[src/rtl/param_queue_pkg.sv]
// Shared definitions for param_queue: depth and count-width helpers
// and the parameter legality predicate.
package param_queue_pkg;

    function automatic int unsigned depth(input int unsigned aw);
        return 32'd1 << aw;
    endfunction

    function automatic int unsigned cnt_width(input int unsigned aw);
        return aw + 1;
    endfunction

    function automatic bit params_legal(input int unsigned w, input int unsigned aw,
                                        input int unsigned af, input int unsigned ae);
        return (w >= 1) && (aw >= 1) && (af >= 1) && (af <= depth(aw)) &&
               (ae <= depth(aw) - 1);
    endfunction

endpackage

[src/rtl/param_queue_ram.sv]
// Storage array for param_queue: synchronous write port, asynchronous read port.
module param_queue_ram
    import param_queue_pkg::*;
#(
    parameter int unsigned W  = 8,
    parameter int unsigned AW = 4
) (
    input  logic          clk_i,
    input  logic          we_i,
    input  logic [AW-1:0] wa_i,
    input  logic [W-1:0]  di_i,
    input  logic [AW-1:0] ra_i,
    output logic [W-1:0]  do_o
);

    localparam int unsigned D = depth(AW);

    logic [W-1:0] mem_q [D];

    always_ff @(posedge clk_i) begin
        if (we_i) begin
            mem_q[wa_i] <= di_i;
        end
    end

    assign do_o = mem_q[ra_i];

endmodule

[src/rtl/param_queue.sv]
// Parametrised ring-buffer FIFO with occupancy count, threshold flags,
// registered read data with valid strobe, and sticky overflow/underflow flags.
module param_queue
    import param_queue_pkg::*;
#(
    parameter int unsigned W      = 8,
    parameter int unsigned AW     = 4,
    parameter int unsigned AF_LVL = 14,
    parameter int unsigned AE_LVL = 2
) (
    input  logic             clk_i,
    input  logic             init_i,
    input  logic             wr_i,
    input  logic             rd_i,
    input  logic             clr_err_i,
    input  logic [W-1:0]     di_i,
    output logic [W-1:0]     dq_o,
    output logic             dv_o,
    output logic [AW:0]      count_o,
    output logic             empty_o,
    output logic             full_o,
    output logic             afull_o,
    output logic             aempty_o,
    output logic             ovf_o,
    output logic             udf_o
);

    localparam int unsigned D  = depth(AW);
    localparam int unsigned CW = cnt_width(AW);

    if (!params_legal(W, AW, AF_LVL, AE_LVL)) begin : gen_bad_params
        $error("param_queue: AF_LVL must be 1..2**AW and AE_LVL 0..2**AW-1");
    end

    logic [AW-1:0] wptr_q, wptr_d;
    logic [AW-1:0] rptr_q, rptr_d;
    logic [CW-1:0] count_q, count_d;
    logic [W-1:0]  dq_q, dq_d;
    logic          dv_q, dv_d;
    logic          ovf_q, ovf_d;
    logic          udf_q, udf_d;
    logic [W-1:0]  ram_rdata;
    logic          empty, full;
    logic          wr_ok, rd_ok;

    // Status flags decode only the count register, never the request inputs.
    assign empty = (count_q == '0);
    assign full  = (count_q == CW'(D));

    // A read frees a slot on the same edge, so a full queue still takes a write.
    assign wr_ok = wr_i & (~full | rd_i);
    assign rd_ok = rd_i & ~empty;

    param_queue_ram #(
        .W  (W),
        .AW (AW)
    ) u_ram (
        .clk_i (clk_i),
        .we_i  (wr_ok),
        .wa_i  (wptr_q),
        .di_i  (di_i),
        .ra_i  (rptr_q),
        .do_o  (ram_rdata)
    );

    always_comb begin
        wptr_d  = wptr_q;
        rptr_d  = rptr_q;
        count_d = count_q;
        dq_d    = dq_q;
        dv_d    = rd_ok;
        if (wr_ok) begin
            wptr_d = wptr_q + AW'(1);
        end
        if (rd_ok) begin
            rptr_d = rptr_q + AW'(1);
            dq_d   = ram_rdata;
        end
        unique case ({wr_ok, rd_ok})
            2'b10:   count_d = count_q + CW'(1);
            2'b01:   count_d = count_q - CW'(1);
            default: count_d = count_q;
        endcase
        // A fresh error on the clearing edge wins over the clear.
        ovf_d = (ovf_q & ~clr_err_i) | (wr_i & full & ~rd_i);
        udf_d = (udf_q & ~clr_err_i) | (rd_i & empty);
    end

    always_ff @(posedge clk_i) begin
        if (init_i) begin
            wptr_q  <= '0;
            rptr_q  <= '0;
            count_q <= '0;
            dq_q    <= '0;
            dv_q    <= 1'b0;
            ovf_q   <= 1'b0;
            udf_q   <= 1'b0;
        end else begin
            wptr_q  <= wptr_d;
            rptr_q  <= rptr_d;
            count_q <= count_d;
            dq_q    <= dq_d;
            dv_q    <= dv_d;
            ovf_q   <= ovf_d;
            udf_q   <= udf_d;
        end
    end

    assign dq_o     = dq_q;
    assign dv_o     = dv_q;
    assign count_o  = count_q;
    assign empty_o  = empty;
    assign full_o   = full;
    assign afull_o  = (count_q >= CW'(AF_LVL));
    assign aempty_o = (count_q <= CW'(AE_LVL));
    assign ovf_o    = ovf_q;
    assign udf_o    = udf_q;

endmodule

[config.mk]
export PLATFORM = sky130hd
export DESIGN_NAME = param_queue
export DESIGN_NICKNAME = d
export VERILOG_FILES = /design/src/rtl/param_queue_pkg.sv /design/src/rtl/param_queue_ram.sv /design/src/rtl/param_queue.sv
export SDC_FILE = /design/constraint.sdc
export NUM_CORES = 1
export LEC_CHECK = 0
export CAP_MARGIN = 20
export CORE_MARGIN = 1
export CORE_UTILIZATION = 35
export CTS_CLUSTER_SIZE = 10
export DETAILED_ROUTE_END_ITERATION = 6
export SETUP_SLACK_MARGIN = 0.5
export SLEW_MARGIN = 20
export SYNTH_ARGS = -nofsm -noshare
export SYNTH_HDL_FRONTEND = slang
export SYNTH_HIERARCHICAL = 1
export SYNTH_SLANG_ARGS = --single-unit
export TNS_END_PERCENT = 5
[constraint.sdc]
create_clock -name clk_i -period 7.6 [get_ports clk_i]
set_clock_uncertainty 0.2 [all_clocks]
set_input_delay 1.52 -clock clk_i [delete_from_list [all_inputs] [get_ports clk_i]]
set_output_delay 1.52 -clock clk_i [all_outputs]
set_load 0.005 [all_outputs]
* Word level (Yosys, flattened, before mapping)
Memory sizes are Yosys's and may differ from the RTL's. A register that Yosys moved wholly into a read port is not among the register bits.
Cells that the tools add are included.
** Cells by class
- Add/subtract/negate cells :: 4
- Multipliers :: 0
- Div/mod/pow operators :: 0
- Magnitude comparators :: 2
- Equal/unequal tests :: 3
- Shifts and indexed selects :: 0
- Multiplexer cells :: 3
- Bitwise logic cells :: 14
- Reduce and logical (&&, ||, !) cells :: 2
** Operator list (count)
- $pmux 5 s2 :: 1
- $add 4x1->4 const B :: 2
- $and 1x1->1 :: 7
- $add 5x1->5 const B :: 1
- $eq 5x5->1 const B :: 1
- $ge 5x4->1 const B :: 1
- $le 5x2->1 const B :: 1
- $logic_not 5->1 :: 1
- $sub 5x1->5 const B :: 1
- $not 1->1 :: 4
- $or 1x1->1 :: 3
- $eq 2x1->1 const B :: 1
- $eq 2x2->1 const B :: 1
- $mux 1 :: 2
- $reduce_bool 2->1 :: 1
** Storage, ports and cells
- Register bits :: 16
- Bits in latches :: 0
- Memory bits (writable) :: 128
- Memory bits (read-only) :: 0
- Bits of input ports :: 13
- Word-level logic and storage cells :: 35
- Memories :: 1
** Memory list
- u_ram.mem_q :: depth 16, bits a word 8, read ports 1, clocked after memory_dff 1, wr ports 1, line param_queue_ram.sv:18 : logic [W-1:0] mem_q [D];

* Depth between registers and ports, before layout
Gate-level depths: netlist of run 1.
- Word-level depth :: 6
- Mapped depth :: 11

* Modules after synthesis
Netlist of run 1, hierarchy kept.
** By module, submodules not included
- param_queue_ram :: instances 1, cells an instance 221, area each 4987.3 sq um, seq. area each 3843.7 sq um
- param_queue :: instances 1, cells an instance 116, area each 1119.8 sq um, seq. area each 480.5 sq um

* Least setup slack after synthesis of run 1
Ideal clock, no wire load.
- Path kind :: input to register
- Start point :: input rd_i
- End point :: register count_q[4] (netlist: count_o[4])
- Arrival time :: 3218 ps
- Required time :: 7330 ps
- Setup slack :: 4112 ps
- Stages :: 7
- Cells stage by stage :: o31ai_4 -> ha_1 -> ha_1 -> a21oi_1 -> a21oi_1 -> or4_1 -> a21oi_1
** Between the ends
- Cells in the longest elaborated chain, start to end :: 4
- Elaborated cells between the ends (all ways) :: 7
** Ends and longest elaborated chain
- start: declaration :: line param_queue.sv:14 : input logic rd_i,
- $or 1x1->1 :: line param_queue.sv:51 : assign wr_ok = wr_i & (~full | rd_i);
- $and 1x1->1 :: line param_queue.sv:51
- $eq 2x1->1 / $eq 2x2->1 (equally long branches) :: line param_queue.sv:79 : unique case ({wr_ok, rd_ok})
- $pmux 5 s2 / $reduce_bool 2->1 (equally long branches)
- end signal: assignment :: line param_queue.sv:101 : count_q <= count_d;
- end: declaration :: line param_queue.sv:37 : logic [CW-1:0] count_q, count_d;
Parallel ways exist; a longest one is shown, timed or not.
A chain may end at the register's enable or synchronous reset.

* Worst setup path in the final report of run 1
Same ends and word-level chain as after synthesis.

==> key figures, run 1 <==
Outcome
  – Status: completed

Layout
  – Share of the core filled with cells: 42.9%
  – Layout cells sized above 1: 14.9%
  – Register area: 0.00433 sq mm
  – Fillers: 1506
  – # diodes: 0
  – P&R area growth vs syn: 18.3%
  – Multi-input logic area: 0.00165 sq mm
  – # nets final: 396
  – Final instance count without filler cells: 609

Route
  – Post-Route WL: approximately 12000 microns
  – Initial drt markers: 267
  – Antenna-violating nets left: 0
  – DRC viols: 0
  – Initial DRT Pass Iterations: 5
  – Routed wire per std cell: between 15 and 20 microns
  – DR vias: 3147
  – Vias per inst: approximately 5.2

Power and ir drop
  – PD cells: 327 mW/mm^2
  – Leak: ~0.0024 uW
  – Peak supply drop: 0.166 mV

Hold path
  – Hold_sp: dq_o[7]
  – Hold path cells: 2
  – Worst hold path endpoint: dq_o[7]
  – Min-Delay Path Class: reg2reg

Timing
  – Worst slew pin tran: 1.09 ns
  – Min Tclk post-route: between 3 and 4 ns
  – Fmax: around 250 MHz
  – Worst slew margin: 27.3%
  – Setup_tns: 0 ns
  – Hold WS: 0.302 ns
  – Final setup fails: 0
  – Final-report hold violation count: 0
  – Period utilization: 52.6%
  – RSZ-0062 raised after global routing: no
  – Final slew viol count: 0

Yosys
  – Seq/Total Area, Yosys: 70.8%
  – Synth Area per Inst: 18.1 sq um
  – EDFF count, synth: 128
  – Post-Syn Area: between 0.006 and 0.007 sq mm
  – Yosys top cell by area: edfxtp_1
  – FF+latch count, synth: 152
  – Synth Net Count: 357
  – Prevailing post-synth register cell: edfxtp_1
  – Ys Warns: 6
  – Syn Inst Count: 337
  – Cell variety after synth: 42
  – Synth top area cells: edfxtp_1 63%, dfxtp_1 7.9%, mux4_2 6.6%, mux4_1 6.0%, nor2_1 2.3%
  – Yosys top cell area share: between 60% and 70%
  – Post-synth ARST share: 0%

Floorplan
  – Core area: about 0.017 sq mm
  – Total die area: 0.0180 sq mm
  – Die height: 134 microns
  – Initial core utilization: 36.3%
  – Cell Rows: 47
  – Top Ports: 33
  – Die Wd: 134 microns

Clock tree
  – CTS buffer count: 17
  – Postcts setup bufs: 0
  – TritonCTS clock tree: done
  – Max H-tree Level: 4
  – Sink Count: 152
  – Post_cts resized: 0
  – # hold bufs at CTS: 0
  – Skew-Pair Late Insertion Delay: about 0.42 ns
  – CTS clk-pin slew, worst paths: 0.06 ns
  – Worst-case clock buffer depth: 2
  – Root Buffer: clkbuf_16

Critical path
  – R2R Setup Slk: 4.16 ns
  – Reg2reg path depth: 9
  – Worst Path Max Fanout: 7
  – R2R Path Start: count_o[0]
  – WP data arrival: 4.13 ns
  – Required @ worst endpoint: 7.74 ns
  – CP Capture Type: flop
  – Crit Reg-Reg Endpoint: count_o[4]
  – WS Path Type: in2reg
  – CP startpoint kind: input port

GRT
  – Vias in the first global route: 3208
  – GR Util met3: 4.50%
  – Largest net degree at the start of global routing: 36
  – Grt met2 use: 23.6%
  – Initial antenna violation count: 0
  – GRT Residual Overflow: 0
  – Gr usage total: 14.7%
  – GR Layer Usage met1: 18.9%
  – Top Usage Layer GRT: met2
  – First-pass GRT wire length: 18700 microns

Place
  – Placed insts: 577
  – Port Buffers: 32
  – Global placement routability congestion: 0.720
  – Final HPWL from detailed placement: ~7200 microns

Run
  – Maxcap violations: 0
[cell usage after synthesis, types with 2 or more instances]
| cell | instances |
|---|---|
| dfxtp_1 | 24 |
| clkbuf_1 | 4 |
| buf_2 | 3 |
| nand2_1 | 11 |
| xor2_1 | 6 |
| ha_1 | 6 |
| a21oi_1 | 6 |
| or3_1 | 2 |
| and3_1 | 2 |
| buf_6 | 5 |
| mux2i_1 | 11 |
| mux4_2 | 18 |
| nand3b_1 | 2 |
| inv_1 | 4 |
| edfxtp_1 | 128 |
| nand2b_1 | 2 |
| nand3_1 | 4 |
| nor2_1 | 38 |
| nor3_1 | 5 |
| clkdlybuf4s25_2 | 3 |
| o211ai_1 | 2 |
| mux4_1 | 14 |
| a22oi_1 | 18 |
[final cells by class]
class	instances	share of cell area (%)
Clock inverter	14	2.39
Timing Repair Buffer	36	4.85
Multi-Input combinational cell	164	22.9
Clock buffer	18	5.94
Tap cell	220	3.81
Sequential cell	152	59.9
Inverter	5	0.260
[routing by layer]
| metal | up-vias | wire [microns] |
|---|---|---|
| met5 | - | 0 |
| met4 | 0 | 141 |
| met3 | 14 | 541 |
| met2 | 66 | 5940 |
| met1 | 1634 | 5560 |
| li1 | 1433 | - |
[flip-flops by register name, indices dropped and copies added (netlist names)]
register and flops:
wptr_q 4, udf_o 1, rptr_q 4, ovf_o 1, dq_o 8, count_o 5
u_ram/mem_q 128, dv_o 1
[worst max-delay path by stage]
stage / end / cells after the start / start / slack [ns]
after floorplan: count_o[4] / 7 / rd_i / 4.11
after global routing: count_o[4] / 8 / rd_i / 3.46
after CTS: u_ram/mem_q[0][0] / 5 / rd_i / 3.51
after global placement: u_ram/mem_q[0][5] / 5 / rd_i / 3.13
after detailed placement: u_ram/mem_q[0][4] / 5 / rd_i / 3.07
final: count_o[4] / 8 / rd_i / 3.60
[worst max-delay path: stages]
cell and delay (ns):
clkdlybuf4s50_1 0.58, o31ai_4 0.44, ha_1 0.34, ha_1 0.31, a21oi_1 0.20, a21oi_1 0.12, or4_1 0.47, a21oi_1 0.14
[placed cells by master, fill, tap and decap left out, types with 2 or more instances in the layout]
cell and count:
mux2i_1 11, edfxtp_1 128, nand3b_1 2, and3_1 2, a21oi_1 6, inv_1 4
bufinv_16 3, nand2b_1 2, dfxtp_1 23, a22oi_1 18, clkinvlp_4 3, inv_8 2
xor2_1 6, nor3_1 3, mux4_2 18, clkdlybuf4s50_1 32, nand2_1 11, clkbuf_16 17
or3_1 2, clkinv_1 3, inv_6 2, nand3_1 4, buf_4 4, nor3_2 2
nor2_1 38, mux4_1 14, ha_1 6, o211ai_1 2
[per-stage QoR]
stage	instance area, sq um	setup WS [ns]	total power, uW
after floorplan	6110	4.11	1380
after global placement	6620	3.13	1520
after detailed placement	6620	3.07	1530
after CTS	7220	3.51	2390
after global routing	7220	3.46	2470
final	7220	3.60	2360
[cells by family (layout without fill, tap and decap cells)]
logic type      Yosys count  after routing  share of synthesized area (%)
buf+inv                  21             73                           2.34
simple gates             74             74                           5.65
xor+xnor                  7              7                           1.00
compound gates           33             33                           4.18
fa+ha+maj                 7              7                           1.56
flops                   152            152                           70.8
mux                      43             43                           14.5
[report_power, final]
group	switching, uW	leakage [uW]	internal, uW
Sequential	43.3	0.00135	951
Combinational	242	0.000768	270
Clock	336	0.000283	519
Total	621	0.00240	1740
No activity file was read; power rests on OpenSTA's default activity.
==> run 2: changes to the inputs <==
==> constraint.sdc (replaced) <==
create_clock -name clk_i -period 3.6 [get_ports clk_i]
set_clock_uncertainty 0.2 [all_clocks]
set_input_delay 0.72 -clock clk_i [delete_from_list [all_inputs] [get_ports clk_i]]
set_output_delay 0.72 -clock clk_i [all_outputs]
set_load 0.005 [all_outputs]
==> key figures, run 2 (synthesized netlist as in run 1, its figures left out) <==
Power and ir drop
  – Peak supply drop: 0.364 mV (+120%)
  – Leak: 0.00252 uW (+4.7%)
  – PD cells: 685 mW/mm^2 (+110%)

Critical path
  – R2R Setup Slk: 0.68 ns (-3.48 ns)
  – Critical Path Sink: empty_o
  – WP data arrival: 2.07 ns (-2.06 ns)
  – R2R Path Start: count_o[2]
  – Reg2reg path depth: 8 (-1)
  – Crit Reg-Reg Endpoint: count_o[4]
  – CP startpoint kind: flop
  – Setup crit start: count_o[2]
  – CP Capture Type: primary output
  – Required @ worst endpoint: 2.68 ns (-5.06 ns)
  – WS Path Type: reg2out
  – Worst Path Max Fanout: 6 (-1)

Clock tree
  – TritonCTS clock tree: done
  – Skew-Pair Late Insertion Delay: 0.42 ns (about the same)
  – CTS clk-pin slew, worst paths: 0.06 ns (about the same)
  – CTS buffer count: 17 (unchanged)
  – Worst-case clock buffer depth: 2 (unchanged)
  – Root Buffer: clkbuf_16
  – Max H-tree Level: 4 (unchanged)
  – Sink Count: 152 (unchanged)

GRT
  – Vias in the first global route: 3265 (+1.8%)
  – Largest net degree at the start of global routing: 36 (unchanged)
  – GRT Residual Overflow: 0 (unchanged)
  – Gr usage total: 14.7% (-0.075 points)
  – First-pass GRT wire length: 18500 microns (-0.81%)
  – Initial antenna violation count: 0 (unchanged)

Timing
  – Final-report hold violation count: 0 (unchanged)
  – Fmax: 335 MHz
  – Final WS setup: 0.613 ns (-2.99 ns)
  – Worst slew margin: 47.4% (+20 points)
  – Min Tclk post-route: 2.99 ns
  – Final setup fails: 0 (unchanged)
  – Worst slew pin tran: 0.787 ns (-0.299 ns)
  – RSZ-0062 raised after global routing: no
  – Period utilization: 83.0%
  – Final slew viol count: 0 (unchanged)
  – Setup_tns: 0 ns (unchanged)

Layout
  – # nets final: 415 (+4.8%)
  – P&R area growth vs syn: 20.8%
  – Commonest non-fill, non-tap cell in the layout: edfxtp_1
  – Commonest non-fill, non-tap cells in the layout: 128 x edfxtp_1, 37 x nor2_1, 32 x clkdlybuf4s50_1
  – Layout cells sized above 1: 19.1% (+4.2 points)
  – Register with the most flip-flops: u_ram/mem_q
  – Max FFs per register: 128 (unchanged)
  – # diodes: 0 (unchanged)

Floorplan
  – Die Wd: 134 microns (unchanged)
  – Cell Rows: 47 (unchanged)
  – Total die area: 0.0180 sq mm (unchanged)
  – Core area: 0.0168 sq mm (unchanged)
  – Initial core utilization: 36.3% (unchanged)
  – Top Ports: 33 (unchanged)
  – Die height: 134 microns (unchanged)

Place
  – Port Buffers: 32 (unchanged)
  – Global placement routability congestion: 0.743 (+3.2%)
  – Place WS: 0.212 ns (-2.86 ns)
  – Final HPWL from detailed placement: 7470 microns (+3.2%)

Route
  – DRC viols: 0 (unchanged)
  – Vias per inst: 5.01 (-3.1%)
  – Initial DRT Pass Iterations: 5 (unchanged)
  – Antenna-violating nets left: 0 (unchanged)
  – Post-Route WL: 12000 microns (-1.1%)
  – Initial drt markers: 250 (-6.4%)
  – DR vias: 3144 (-0.095%)
  – Routed wire per std cell: 19.2 microns (-4.1%)

Hold path
  – Min-Delay Path Class: reg2reg

Outcome
  – Status: completed

Run
  – Maxcap violations: 0 (unchanged)
[run 2: cell count changes in the layout (fill, tap and decap cells not counted), moves of 3 or more]
cell        before  now
clkinv_1         3    0
buf_4            4   22
clkinv_2         0    3
clkinvlp_4       3    0
[run 2: critical path, stage by stage, from the launching register on]
cell and delay (ns):
dfxtp_1 0.36, or4_4 0.63, nor2_2 0.14, clkdlybuf4s50_1 0.51
[run 2: area by class of cell]
cell class	instances	area (sq um)
tap	220	275
sequential	152	4330
inverter	5	18.8
clock inverter	10	140
multi-input combinational	164	1650
timing repair buffer	55	505
fill	1501	9440
clock buffer	22	464
[run 2: worst min-delay path by stage]
stage | startpoint | to | slack (ns) | cells past startpoint
6_report | dq_o[0] | dq_o[0] | 0.30 | 2
5_1_grt | dq_o[0] | dq_o[0] | 0.33 | 2
4_1_cts | dq_o[0] | dq_o[0] | 0.30 | 2
3_5_place_dp | dq_o[0] | dq_o[0] | 0.29 | 2
3_3_place_gp | dq_o[0] | dq_o[0] | 0.28 | 2
2_1_floorplan | dq_o[0] | dq_o[0] | 0.29 | 2
[run 2: routing by layer]
metal | global-route usage (%) | wire length, microns | vias up | part of all wire [%]
met1 | 18.4 | 5340 | 1584 | 44
li1 | - | - | 1470 | -
met4 | 5.81 | 95 | 0 | 0.79
met5 | 0 | 0 | - | 0
met3 | 3.89 | 581 | 8 | 4.8
met2 | 24.2 | 6020 | 82 | 50
[run 2: power breakdown]
part	total [uW]	switching, uW	internal, uW
Combinational	1160	542	618
Clock	1800	673	1130
Sequential	2090	80.0	2010
[run 2: metrics by stage]
step,cells,utilization (%),instance area [sq um],total power [uW],hold slack (ns)
global placement,595,40.2,6760,3250,0.276
global route,628,43.8,7370,5290,0.332
floorplan,337,-,6110,2910,0.288
CTS,627,43.8,7360,5100,0.300
detailed placement,595,40.2,6760,3280,0.285
finish,628,43.8,7370,5050,0.297
[run 2: timing repair]
action                     4_1_cts  5_1_grt
pin swaps                        1        1
hold buffers                     0        0
gates resized for setup          0        2
setup endpoints to repair        1        2
setup buffers                    0        1
==> run 3: changes to the inputs <==
==> constraint.sdc (replaced) <==
create_clock -name clk_i -period 3 [get_ports clk_i]
set_clock_uncertainty 0.2 [all_clocks]
set_input_delay 0.6 -clock clk_i [delete_from_list [all_inputs] [get_ports clk_i]]
set_output_delay 0.6 -clock clk_i [all_outputs]
set_load 0.005 [all_outputs]
==> key figures, run 3 (synthesized netlist as in run 1, its figures left out) <==
Layout
  – Commonest non-fill, non-tap cells in the layout: 128 x edfxtp_1, 41 x buf_4, 37 x nor2_1
  – # diodes: 0 (unchanged)
  – Max FFs per register: 128 (unchanged)
  – Fillers: 1477 (-1.6%)
  – Layout cells sized above 1: 27.4% (+8.3 points)
  – Multi-input logic area: 0.00173 sq mm (+5.2%)
  – # nets final: 438 (+5.5%)
  – Commonest non-fill, non-tap cell in the layout: edfxtp_1
  – P&R area growth vs syn: 25.9%
  – Register with the most flip-flops: u_ram/mem_q
  – Final instance count without filler cells: 651 (+3.7%)
  – Register area: 0.00433 sq mm (+0.17%)

Clock tree
  – Max H-tree Level: 4 (unchanged)
  – CTS clk-pin slew, worst paths: 0.06 ns (about the same)
  – Worst-case clock buffer depth: 2 (unchanged)
  – # hold bufs at CTS: 0 (unchanged)
  – CTS buffer count: 17 (unchanged)
  – Root Buffer: clkbuf_16
  – Sink Count: 152 (unchanged)
  – TritonCTS clock tree: done
  – Skew-Pair Late Insertion Delay: 0.42 ns (about the same)

Power and ir drop
  – Leak: 0.00264 uW (+4.9%)
  – PD cells: 836 mW/mm^2 (+22%)
  – Peak supply drop: 0.476 mV (+31%)

Timing
  – Min Tclk post-route: 2.84 ns
  – RSZ-0062 raised after global routing: yes
  – Final WS setup: 0.159 ns (-0.455 ns)
  – Final setup fails: 0 (unchanged)
  – Hold WS: 0.297 ns (-0.000223 ns)
  – Worst slew pin tran: 0.718 ns (-0.0691 ns)
  – Period utilization: 94.7%
  – Worst slew margin: 52.0% (+4.6 points)
  – Final-report hold violation count: 0 (unchanged)
  – Fmax: 352 MHz
  – Final slew viol count: 0 (unchanged)

Floorplan
  – Die Wd: 134 microns (unchanged)
  – Core area: 0.0168 sq mm (unchanged)
  – Total die area: 0.0180 sq mm (unchanged)
  – Cell Rows: 47 (unchanged)
  – Top Ports: 33 (unchanged)
  – Die height: 134 microns (unchanged)
  – Initial core utilization: 36.3% (unchanged)

GRT
  – Initial antenna violation count: 0 (unchanged)
  – GRT Residual Overflow: 0 (unchanged)
  – Gr usage total: 14.8% (+0.099 points)
  – Largest net degree at the start of global routing: 36 (unchanged)
  – First-pass GRT wire length: 19100 microns (+3.0%)
  – Vias in the first global route: 3387 (+3.7%)

Place
  – Port Buffers: 32 (unchanged)
  – Global placement routability congestion: 0.761 (+2.5%)
  – Place WS: -0.0100 ns (-0.222 ns)
  – Placed insts: 610 (+2.5%)
  – Final HPWL from detailed placement: 7960 microns (+6.6%)

Critical path
  – CP Capture Type: flop
  – WS Path Type: reg2reg
  – WP data arrival: 2.99 ns (+0.92 ns)
  – CP startpoint kind: flop
  – Worst Path Max Fanout: 4 (-2)
  – Required @ worst endpoint: 3.15 ns (+0.47 ns)

Route
  – Post-Route WL: 12400 microns (+2.9%)
  – DRC viols: 0 (unchanged)
  – DR vias: 3289 (+4.6%)
  – Initial drt markers: 184 (-26%)
  – Initial DRT Pass Iterations: 4 (-1)
  – Vias per inst: 5.05 (+0.92%)
  – Routed wire per std cell: 19.0 microns (-0.75%)
  – Antenna-violating nets left: 0 (unchanged)

Hold path
  – Min-Delay Path Class: reg2reg

Outcome
  – Status: completed

Run
  – Maxcap violations: 0 (unchanged)
run 3: cell count changes in the layout (fill, tap and decap cells not counted), sizes merged:
cell / change
clkdlybuf4s50: -2
clkbuf: -3
inv: +3
buf: +24
clkinvlp: +5
clkinv: -4
run 3: final timing paths:
path	cells after the start	start	end	slack (ns)
worst min-delay path	2	dq_o[1]	dq_o[1]	0.30
worst min register to register	2	dq_o[1]	dq_o[1]	0.30
worst max register to register	10	count_o[0]	count_o[4]	0.16
worst max-delay path	10	count_o[0]	count_o[4]	0.16
run 3: final cells by class:
cell class                 instances  area share, %
clock inverter                    14           2.44
multi-input combinational        164           22.5
inverter                           5          0.277
sequential                       152           56.4
timing repair buffer              78           9.11
tap                              220           3.58
clock buffer                      18           5.71
run 3: report_power, final:
part,switching [uW],internal (uW),total (uW)
registers,102,2420,2520
logic,715,959,1670
clock network,881,1350,2230
run 3: repair_timing:
item / CTS / global route
pin swaps: 1 / 2
buffers inserted: 1 / 8
setup endpoints to repair: 6 / 135
resized for setup: 3 / 11
cloned: 0 / 0
run 3: critical path, cell delays in order, from the launching register on:
cell and delay [ns]:
dfxtp_4 0.35, or4_4 0.55, buf_6 0.14, o31ai_4 0.22, ha_4 0.22, buf_4 0.12
ha_4 0.15, nand3_2 0.07, and3_4 0.16, or4_1 0.47, a21oi_1 0.12
run 3: per-stage QoR:
stage | power (uW) | utilization, % | TNS (ns) | cell area [sq um]
after CTS | 6370 | 45.2 | 0 | 7600
after floorplan | 3560 | - | 0 | 6170
final | 6430 | 45.7 | 0 | 7690
after global routing | 6710 | 45.7 | 0 | 7690
after global placement | 4090 | 41.4 | 0 | 6960
after detailed placement | 4110 | 41.4 | -0.0100 | 6960
run 3: metal layers:
| metal | vias to the layer above | global-route usage [%] | wire length, microns |
|---|---|---|---|
| met2 | 72 | 24.6 | 6140 |
| met5 | - | 0 | 0 |
| met1 | 1689 | 18.7 | 5520 |
| li1 | 1512 | - | - |
| met3 | 16 | 3.74 | 567 |
| met4 | 0 | 5.06 | 153 |
